### config.mk
export PLATFORM = sky130hd
export DESIGN_NAME = float_minmax
export DESIGN_NICKNAME = d
export VERILOG_FILES = /design/src/rtl/float_pkg.sv /design/src/rtl/float_order_cmp.sv /design/src/rtl/float_minmax.sv
export SDC_FILE = /design/constraint.sdc
export NUM_CORES = 1
export LEC_CHECK = 0
export CAP_MARGIN = 0
export CORE_ASPECT_RATIO = 1.1
export CORE_MARGIN = 2
export CORE_UTILIZATION = 50
export CTS_BUF_LIST = sky130_fd_sc_hd__clkbuf_2
export DETAILED_ROUTE_END_ITERATION = 6
export GPL_TIMING_DRIVEN = 0
export PLACE_DENSITY_LB_ADDON = 0.05
export SYNTH_ARGS = -nofsm -noshare
export SYNTH_HDL_FRONTEND = slang
export SYNTH_HIERARCHICAL = 1
export SYNTH_SLANG_ARGS = --single-unit
### constraint.sdc
create_clock -name clk -period 3 [get_ports clk]
set_input_delay 0.6 -clock clk [delete_from_list [all_inputs] [get_ports clk]]
set_output_delay 0.6 -clock clk [all_outputs]
set_load 0.01 [all_outputs]
### src/rtl/float_pkg.sv
// Shared helpers for the float component library.
// Functions work on a zero-extended MaxW-bit word so one definition serves every
// EXP_W/MAN_W instantiation; callers pass the field widths explicitly.
package float_pkg;

  localparam int unsigned MaxW = 128;
  typedef logic [MaxW-1:0] word_t;

  localparam logic MODE_MIN = 1'b0;
  localparam logic MODE_MAX = 1'b1;

  // Total word width: sign + exponent + mantissa.
  function automatic int unsigned w(int unsigned exp_w, int unsigned man_w);
    return 1 + exp_w + man_w;
  endfunction

  function automatic word_t field_mask(int unsigned n);
    word_t m;
    m = '0;
    for (int unsigned i = 0; i < MaxW; i++) begin
      if (i < n) m[i] = 1'b1;
    end
    return m;
  endfunction

  function automatic logic exp_all_ones(word_t x, int unsigned exp_w, int unsigned man_w);
    return ((x >> man_w) & field_mask(exp_w)) == field_mask(exp_w);
  endfunction

  function automatic logic is_nan(word_t x, int unsigned exp_w, int unsigned man_w);
    return exp_all_ones(x, exp_w, man_w) && ((x & field_mask(man_w)) != '0);
  endfunction

  // Signalling NaN: NaN with the mantissa MSB (quiet bit) clear.
  function automatic logic is_snan(word_t x, int unsigned exp_w, int unsigned man_w);
    return is_nan(x, exp_w, man_w) && !x[man_w-1];
  endfunction

  function automatic logic is_zero(word_t x, int unsigned exp_w, int unsigned man_w);
    return (x & field_mask(exp_w + man_w)) == '0;
  endfunction

  // Canonical quiet NaN: sign 0, exponent all ones, only the mantissa MSB set.
  function automatic word_t canon_qnan(int unsigned exp_w, int unsigned man_w);
    return (field_mask(exp_w) << man_w) | (word_t'(1) << (man_w - 1));
  endfunction

endpackage

### src/rtl/float_order_cmp.sv
// Combinational sign-magnitude total-order comparator.
// Ports:
//   a_i, b_i    operands (sign, exponent, mantissa)
//   a_lt_b_o    a strictly below b; -0 orders below +0, NaNs are not special-cased
//   a_eq_b_o    identical encodings
module float_order_cmp
  import float_pkg::*;
#(
  parameter int unsigned EXP_W = 8,
  parameter int unsigned MAN_W = 23,
  localparam int unsigned W = float_pkg::w(EXP_W, MAN_W)
) (
  input  logic [W-1:0] a_i,
  input  logic [W-1:0] b_i,
  output logic         a_lt_b_o,
  output logic         a_eq_b_o
);

  logic         sign_a, sign_b;
  logic [W-2:0] mag_a, mag_b;

  assign sign_a   = a_i[W-1];
  assign sign_b   = b_i[W-1];
  assign mag_a    = a_i[W-2:0];
  assign mag_b    = b_i[W-2:0];
  assign a_eq_b_o = (a_i == b_i);

  always_comb begin
    a_lt_b_o = 1'b0;
    if (sign_a != sign_b) begin
      // Any negative encoding (including -0) is below any positive one.
      a_lt_b_o = sign_a;
    end else if (!sign_a) begin
      a_lt_b_o = (mag_a < mag_b);
    end else begin
      // Both negative: larger magnitude is the smaller value.
      a_lt_b_o = (mag_a > mag_b);
    end
  end

endmodule

### src/rtl/float_minmax.sv
// Two-stage pipelined floating-point min/max with valid/ready handshake.
// S1 registers operands, mode, NaN classification and the order compare;
// S2 registers the selected result.
// Ports:
//   clk, rst               clock, synchronous active-high reset
//   in_a, in_b, in_mode    operands and mode (0 = min, 1 = max)
//   in_valid, in_ready     input handshake; in_ready = !out_valid || out_ready
//   out_z, out_sel         result and source (0 = a or canonical NaN, 1 = b)
//   out_valid, out_ready   output handshake
//   out_invalid            only with FLOAT_MINMAX_FLAGS_EN: an operand was a signalling NaN
module float_minmax
  import float_pkg::*;
#(
  parameter int unsigned EXP_W = 8,
  parameter int unsigned MAN_W = 23,
  localparam int unsigned W = float_pkg::w(EXP_W, MAN_W)
) (
  input  logic         clk,
  input  logic         rst,
  input  logic [W-1:0] in_a,
  input  logic [W-1:0] in_b,
  input  logic         in_mode,
  input  logic         in_valid,
  output logic         in_ready,
  output logic [W-1:0] out_z,
  output logic         out_sel,
`ifdef FLOAT_MINMAX_FLAGS_EN
  output logic         out_invalid,
`endif
  output logic         out_valid,
  input  logic         out_ready
);

  localparam word_t        QNanFull = canon_qnan(EXP_W, MAN_W);
  localparam logic [W-1:0] QNan     = QNanFull[W-1:0];

  // Whole pipeline advances together; S2 empty or being drained frees every stage.
  logic adv;
  assign adv      = !out_valid || out_ready;
  assign in_ready = adv;

  logic cmp_lt, cmp_eq;

  float_order_cmp #(
    .EXP_W(EXP_W),
    .MAN_W(MAN_W)
  ) u_cmp (
    .a_i     (in_a),
    .b_i     (in_b),
    .a_lt_b_o(cmp_lt),
    .a_eq_b_o(cmp_eq)
  );

  logic         in_a_nan, in_b_nan;
  assign in_a_nan = is_nan(word_t'(in_a), EXP_W, MAN_W);
  assign in_b_nan = is_nan(word_t'(in_b), EXP_W, MAN_W);

  // S1
  logic         v1_q;
  logic [W-1:0] a1_q, b1_q;
  logic         mode1_q, a_nan1_q, b_nan1_q, lt1_q, eq1_q;
`ifdef FLOAT_MINMAX_FLAGS_EN
  logic         inv1_q;
`endif

  always_ff @(posedge clk) begin
    if (rst) begin
      v1_q     <= 1'b0;
      a1_q     <= '0;
      b1_q     <= '0;
      mode1_q  <= MODE_MIN;
      a_nan1_q <= 1'b0;
      b_nan1_q <= 1'b0;
      lt1_q    <= 1'b0;
      eq1_q    <= 1'b0;
`ifdef FLOAT_MINMAX_FLAGS_EN
      inv1_q   <= 1'b0;
`endif
    end else if (adv) begin
      v1_q     <= in_valid;
      a1_q     <= in_a;
      b1_q     <= in_b;
      mode1_q  <= in_mode;
      a_nan1_q <= in_a_nan;
      b_nan1_q <= in_b_nan;
      lt1_q    <= cmp_lt;
      eq1_q    <= cmp_eq;
`ifdef FLOAT_MINMAX_FLAGS_EN
      inv1_q   <= is_snan(word_t'(in_a), EXP_W, MAN_W) || is_snan(word_t'(in_b), EXP_W, MAN_W);
`endif
    end
  end

  // Result selection from S1 state.
  logic [W-1:0] z_d;
  logic         sel_d;

  always_comb begin
    z_d   = a1_q;
    sel_d = 1'b0;
    if (a_nan1_q && b_nan1_q) begin
      z_d   = QNan;
      sel_d = 1'b0;
    end else if (a_nan1_q) begin
      z_d   = b1_q;
      sel_d = 1'b1;
    end else if (b_nan1_q) begin
      z_d   = a1_q;
      sel_d = 1'b0;
    end else begin
      // Equal encodings keep a: neither lt nor b-below-a holds.
      if (mode1_q == MODE_MAX) sel_d = lt1_q;
      else                     sel_d = !lt1_q && !eq1_q;
      z_d = sel_d ? b1_q : a1_q;
    end
  end

  // S2
  always_ff @(posedge clk) begin
    if (rst) begin
      out_valid   <= 1'b0;
      out_z       <= '0;
      out_sel     <= 1'b0;
`ifdef FLOAT_MINMAX_FLAGS_EN
      out_invalid <= 1'b0;
`endif
    end else if (adv) begin
      out_valid <= v1_q;
      if (v1_q) begin
        out_z       <= z_d;
        out_sel     <= sel_d;
`ifdef FLOAT_MINMAX_FLAGS_EN
        out_invalid <= inv1_q;
`endif
      end
    end
  end

endmodule
==> results of run 1 <==
cells in the final DEF (no fill, tap or decap), types with 3 or more instances in the layout:
master and count:
clkbuf_2 9, nor4_1 13, nand4_1 12, clkdlybuf4s50_1 103
nor3_1 3, o2bb2ai_1 23, nand2_1 145, ha_1 31
nor2_1 17, buf_2 3, clkbuf_1 24, mux2i_1 32
nand3_1 6, dfxtp_1 104, o21ai_1 3, a211oi_1 9
inv_1 32, a21oi_1 82
worst min-delay path by stage:
stage / start / to / slack (ps)
global placement: b1_q[9]$_SDFFE_PP0N_ / b1_q[9]$_SDFFE_PP0N_ / 440
global route: in_mode / mode1_q$_SDFFE_PP0N_ / 480
detailed placement: a1_q[24]$_SDFFE_PP0N_ / a1_q[24]$_SDFFE_PP0N_ / 440
finish: b1_q[31]$_SDFFE_PP0N_ / b1_q[31]$_SDFFE_PP0N_ / 470
CTS: b1_q[8]$_SDFFE_PP0N_ / b1_q[8]$_SDFFE_PP0N_ / 470
floorplan: b1_q[0]$_SDFFE_PP0N_ / b1_q[0]$_SDFFE_PP0N_ / 430
where the power goes:
| part | internal, mW | switching [mW] |
|---|---|---|
| registers | 1.47 | 0.0433 |
| clock network | 0.212 | 0.508 |
| logic | 0.264 | 0.279 |
| total | 1.94 | 0.830 |
cell type report:
type | instances | area share (%)
repair buffers | 103 | 17.0
diodes | 1 | 0.0412
clock inverters | 7 | 1.42
clock buffers | 9 | 0.741
flip-flops and latches | 104 | 34.2
well taps | 117 | 2.41
plain buffers | 32 | 2.28
inverters | 33 | 2.04
multi-input cells | 401 | 39.9
routing by layer:
layer / GRT usage [%] / vias up / part of all wire, %
met5: 0 / - / 0
met4: 11.0 / 0 / 2.3
met3: 4.21 / 26 / 6.4
met2: 43.4 / 159 / 47
met1: 34.9 / 2104 / 45
li1: - / 2216 / -
per-stage QoR:
step	setup TNS, ps	cell area, um2	power (mW)	instances
after global routing	0	6080	2.90	807
after detailed placement	-559	5950	2.08	792
after CTS	0	6080	2.79	807
after floorplan	0	4780	1.81	572
after global placement	-485	5950	2.06	792
final	0	6080	2.77	807
kinds of logic after synthesis:
logic type               after synthesis  share of synthesized area (%)
multiplexers                          32                           6.71
XOR/XNOR                               1                          0.183
adder cells (fa/ha/maj)               31                           8.12
AO/OA/AOI/OAI                        130                           17.1
buffers and inverters                 67                           5.66
flip-flops                           104                           43.6
AND/OR/NAND/NOR                      207                           18.7
critical path, stage by stage (launching register included):
cell and delay, ps:
dfxtp_1 380, nor2b_1 130, buf_2 180, inv_2 300, clkdlybuf4s50_1 610
==> results.json, run 1 <==
{
  "rows": 37,
  "synth-seq-cells": 104,
  "timing.final.crit_share_pct": 93.6,
  "top_level_ports": 104,
  "worstPathRequired_ps": 2400,
  "die-height_um": 107,
  "max_freq_mhz": 356,
  "post_cts_buffers": 0,
  "path_clk_slew_ps": 300,
  "synth_top_cell_by_area": "dfxtp_1",
  "crit_path_end_kind": "output port",
  "cts_tree": "yes",
  "drt_iter0_markers": 339,
  "async_flop_share_pct": 0,
  "tightest_slew_ps": 712,
  "cts.sinks": 104,
  "whs_path_depth": 2,
  "min_path_type": "reg -> reg",
  "root_buffer": "clkbuf_2",
  "skew_ps": 37.1,
  "p_leak_nw": 2.50,
  "drtAntennaViolNets": 0,
  "synth_top_area_share_pct": 43.6,
  "multiInputGateArea_um2": 2420,
  "area_growth_pct": 27.3,
  "cts_buffers": 9,
  "status": "finished clean",
  "syn_area_um2": 4780,
  "crit_type": "reg -> out",
  "arrival_ps": 2210,
  "synth.most_common_cell": "nand2_1",
  "ctsResizeCount": 1,
  "reg.largest.list": "a1_q: 32 flops, b1_q: 32 flops, out_z: 32 flops",
  "dp_hpwl_um": 10400,
  "syn_inst": 572,
  "utilization_pct": 65.3,
  "design.final.nets": 784,
  "drive_gt1_share_pct": 4.06,
  "grt_antenna_before_repair": 1,
  "syn_nets": 672,
  "htree_levels": 3,
  "startpoint": "out_valid$_SDFFE_PP0N_",
  "endpoint": "in_ready",
  "hold_viol_final": 0,
  "cts_buffer_depth": 2,
  "vdd.ir_drop.worst_mv": 0.252,
  "hold_slack_ps": 468,
  "synthFlopType": "dfxtp_1",
  "yosys-top-cells-area": "dfxtp_1 44%, nand2_1 11%, a21oi_1 8.6%",
  "place.gp.congestion": 0.884,
  "die_area_um2": 10400,
  "io_buffers": 103,
  "ctsHoldBuffers": 0,
  "powerDensity_nw_per_um2": 456,
  "setup_violations": 0,
  "n_fill_cell": 807,
  "grt_setup_unrepaired": "no",
  "route.detailed.wl_per_inst_um": 16.8,
  "die_w_um": 97.2,
  "worst-r2r-cell-count": 8,
  "drtPass1Iterations": 5,
  "vias": 4505,
  "r2r_start": "out_valid$_SDFFE_PP0N_",
  "setup_slack_ps": 192,
  "r2r_slack_ps": 650,
  "reg2reg_to": "out_z[11]$_SDFFE_PP0P_",
  "routed_via_density": 5.58,
  "grt_pass1_wl_um": 21800,
  "synth_cell_types": 42,
  "gr-usage-all-layers_pct": 26.5,
  "place_ws_ps": -398,
  "syn_avg_cell_area_um2": 8.35,
  "core_area_um2": 9310,
  "ys_seq_area_share_pct": 43.6,
  "maxSlewHeadroom_pct": 52.1,
  "synth_common_cells": "145 x nand2_1, 104 x dfxtp_1, 82 x a21oi_1",
  "grt_start_max_net_pins": 20,
  "cp_max_fo": 21,
  "remaining_drc_errors": 0,
  "synth_edf_count": 0,
  "seqCellArea_um2": 2080,
  "cap_violations": 0,
  "insertion_delay_ps": 600,
  "grt_pass1_vias": 4331,
  "cp-start-kind": "register",
  "yosysWarnings": 6,
  "wl_um": 13500,
  "layout_min_cycle_time_ps": 2810,
  "grt-ovfl-total": 0,
  "initial_core_util_pct": 51.3,
  "drv_slew": 0
}
Power figures use the tool's default switching activity.
==> run 2, diff against run 1 <==
--- a/config.mk
+++ b/config.mk
@@ -9,7 +9,6 @@
 export CORE_ASPECT_RATIO = 1.1
 export CORE_MARGIN = 2
 export CORE_UTILIZATION = 50
-export CTS_BUF_LIST = sky130_fd_sc_hd__clkbuf_2
 export DETAILED_ROUTE_END_ITERATION = 6
 export GPL_TIMING_DRIVEN = 0
 export PLACE_DENSITY_LB_ADDON = 0.05
==> run 2 against run 1 <==
  * Clock power rose by 30%
  * Total power rose by 7.6%
  * Critical path type is now in -> reg
  * Register-to-register slack improved by 50 ps
==> results.json, run 2 (same netlist as run 1, synthesis figures left out) <==
{
  "design.final.nets": 784,
  "grt_pass1_vias": 4353,
  "reg.largest.list": "a1_q: 32 flops, b1_q: 32 flops, out_z: 32 flops",
  "initial_core_util_pct": 51.3,
  "grt-ovfl-total": 0,
  "path_clk_slew_ps": 120,
  "route.detailed.wl_per_inst_um": 16.9,
  "grt_setup_unrepaired": "no",
  "cts.sinks": 104,
  "final_common_cell": "nand2_1",
  "skew_ps": 18.2,
  "grt_antenna_before_repair": 0,
  "crit_path_end_kind": "register",
  "insertion_delay_ps": 380,
  "r2r_slack_ps": 700,
  "setup_violations": 0,
  "p_leak_nw": 2.53,
  "io_buffers": 103,
  "timing.final.crit_share_pct": 93.5,
  "layout_min_cycle_time_ps": 2810,
  "gr-usage-all-layers_pct": 26.6,
  "cts_buffers": 9,
  "drtAntennaViolNets": 0,
  "cp_max_fo": 3,
  "cts_tree": "yes",
  "final_cells": 806,
  "arrival_ps": 3060,
  "min_path_type": "reg -> reg",
  "powerDensity_nw_per_um2": 485,
  "worstPathRequired_ps": 3250,
  "area_growth_pct": 28.9,
  "status": "finished clean",
  "setup_tns_ps": 0,
  "worstPathCellList": "clkdlybuf4s50_1 -> inv_1 -> ha_1 -> nand4_1 -> nand2b_1 -> nor3_1 -> o41a_1 -> nor3b_2 -> o221a_1 -> nand2_1 -> a21oi_1",
  "vias": 4504,
  "antennaDiodeCount": 0,
  "die_area_um2": 10400,
  "root_buffer": "clkbuf_8",
  "drtPass1Iterations": 5,
  "grt_start_max_net_pins": 20,
  "drv_slew": 0,
  "drive_gt1_share_pct": 4.06,
  "grt_pass1_wl_um": 21900,
  "cap_violations": 0,
  "place.gp.congestion": 0.884,
  "remaining_drc_errors": 0,
  "wl_um": 13600,
  "total_power_mw": 2.98,
  "n_fill_cell": 795,
  "tightest_slew_ps": 711,
  "core_area_um2": 9310,
  "routed_via_density": 5.59,
  "crit_type": "in -> reg",
  "cpPeakStageDelay_ps": 550,
  "dp_hpwl_um": 10400,
  "slowest_stage": "clkdlybuf4s50_1",
  "hold_slack_ps": 457,
  "rows": 37,
  "hold_viol_final": 0,
  "cp-start-kind": "input pin",
  "maxSlewHeadroom_pct": 52.2,
  "cts_buffer_depth": 2,
  "die-height_um": 107,
  "utilization_pct": 66.2,
  "max_freq_mhz": 356,
  "numPlacedInstances": 792,
  "die_w_um": 97.2,
  "top_level_ports": 104,
  "drt_iter0_markers": 369,
  "layout_common_cells": "145 x nand2_1, 104 x dfxtp_1, 103 x clkdlybuf4s50_1",
  "seqCellArea_um2": 2080,
  "multiInputGateArea_um2": 2420,
  "htree_levels": 3,
  "vdd.ir_drop.worst_mv": 0.258
}
[run 2: cell types whose count changed in the layout (fill, tap and decap cells not counted)]
cell / previous run / this run
clkbuf_8: 0 / 9
clkbuf_2: 9 / 0
diode_2: 1 / 0
[run 2: metal layers]
layer	vias up	global-route usage, %	wire [um]
met3	19	6.11	745
li1	2209	-	-
met2	148	44.0	6490
met1	2128	34.8	6100
met5	-	0	0
met4	0	7.85	267
[run 2: cell type report]
type	instances	share of cell area (%)
clock buffer	9	2.01
tap	117	2.38
inverter	33	2.01
multi-input combinational	401	39.4
clock inverter	7	1.40
sequential	104	33.8
timing repair buffer	103	16.7
buffer	32	2.26
[run 2: through the flow]
| step | setup slack [ps] | cell area (um2) |
|---|---|---|
| final | 194 | 6160 |
| after global routing | 1.74 | 6160 |
| after CTS | 58.5 | 6160 |
| after detailed placement | -398 | 5950 |
| after global placement | -352 | 5950 |
| after floorplan | 650 | 4780 |
[run 2: worst paths after layout]
path | endpoint | startpoint | cells after the start
worst max-delay path | lt1_q$_SDFFE_PP0N_ | in_b[29] | 11
worst min-delay path | b1_q[31]$_SDFFE_PP0N_ | b1_q[31]$_SDFFE_PP0N_ | 2
worst max register to register | out_z[11]$_SDFFE_PP0P_ | out_valid$_SDFFE_PP0N_ | 8
worst min register to register | b1_q[31]$_SDFFE_PP0N_ | b1_q[31]$_SDFFE_PP0N_ | 2
[run 2: repair_timing]
| action | CTS | global route |
|---|---|---|
| pin swaps | 0 | 0 |
| setup buffers | 0 | 0 |
| hold endpoints to repair | 0 | 0 |
| hold buffers | 0 | 0 |
| gates resized for setup | 1 | 0 |
| setup endpoints to repair | 1 | 1 |
[run 2: worst max-delay path: cells and delay by family]
kind / cells / cell delay, ps
fa+ha+maj: 1 / 320
compound gates: 3 / 650
simple gates: 5 / 860
buf+inv: 2 / 620
[run 2: power breakdown]
part | leakage (nW) | switching [mW] | total (mW) | internal [mW]
combinational | 1.57 | 0.279 | 0.542 | 0.264
clock | 0.104 | 0.534 | 0.937 | 0.404
sequential | 0.859 | 0.0440 | 1.50 | 1.46
total | 2.53 | 0.856 | 2.98 | 2.13
==> run 3, diff against run 2 <==
--- a/config.mk
+++ b/config.mk
@@ -12,6 +12,7 @@
 export DETAILED_ROUTE_END_ITERATION = 6
 export GPL_TIMING_DRIVEN = 0
 export PLACE_DENSITY_LB_ADDON = 0.05
+export SLEW_MARGIN = 20
 export SYNTH_ARGS = -nofsm -noshare
 export SYNTH_HDL_FRONTEND = slang
 export SYNTH_HIERARCHICAL = 1
==> results of run 3 <==
The final DEF is identical to that of run 2; final timing and power are the same.
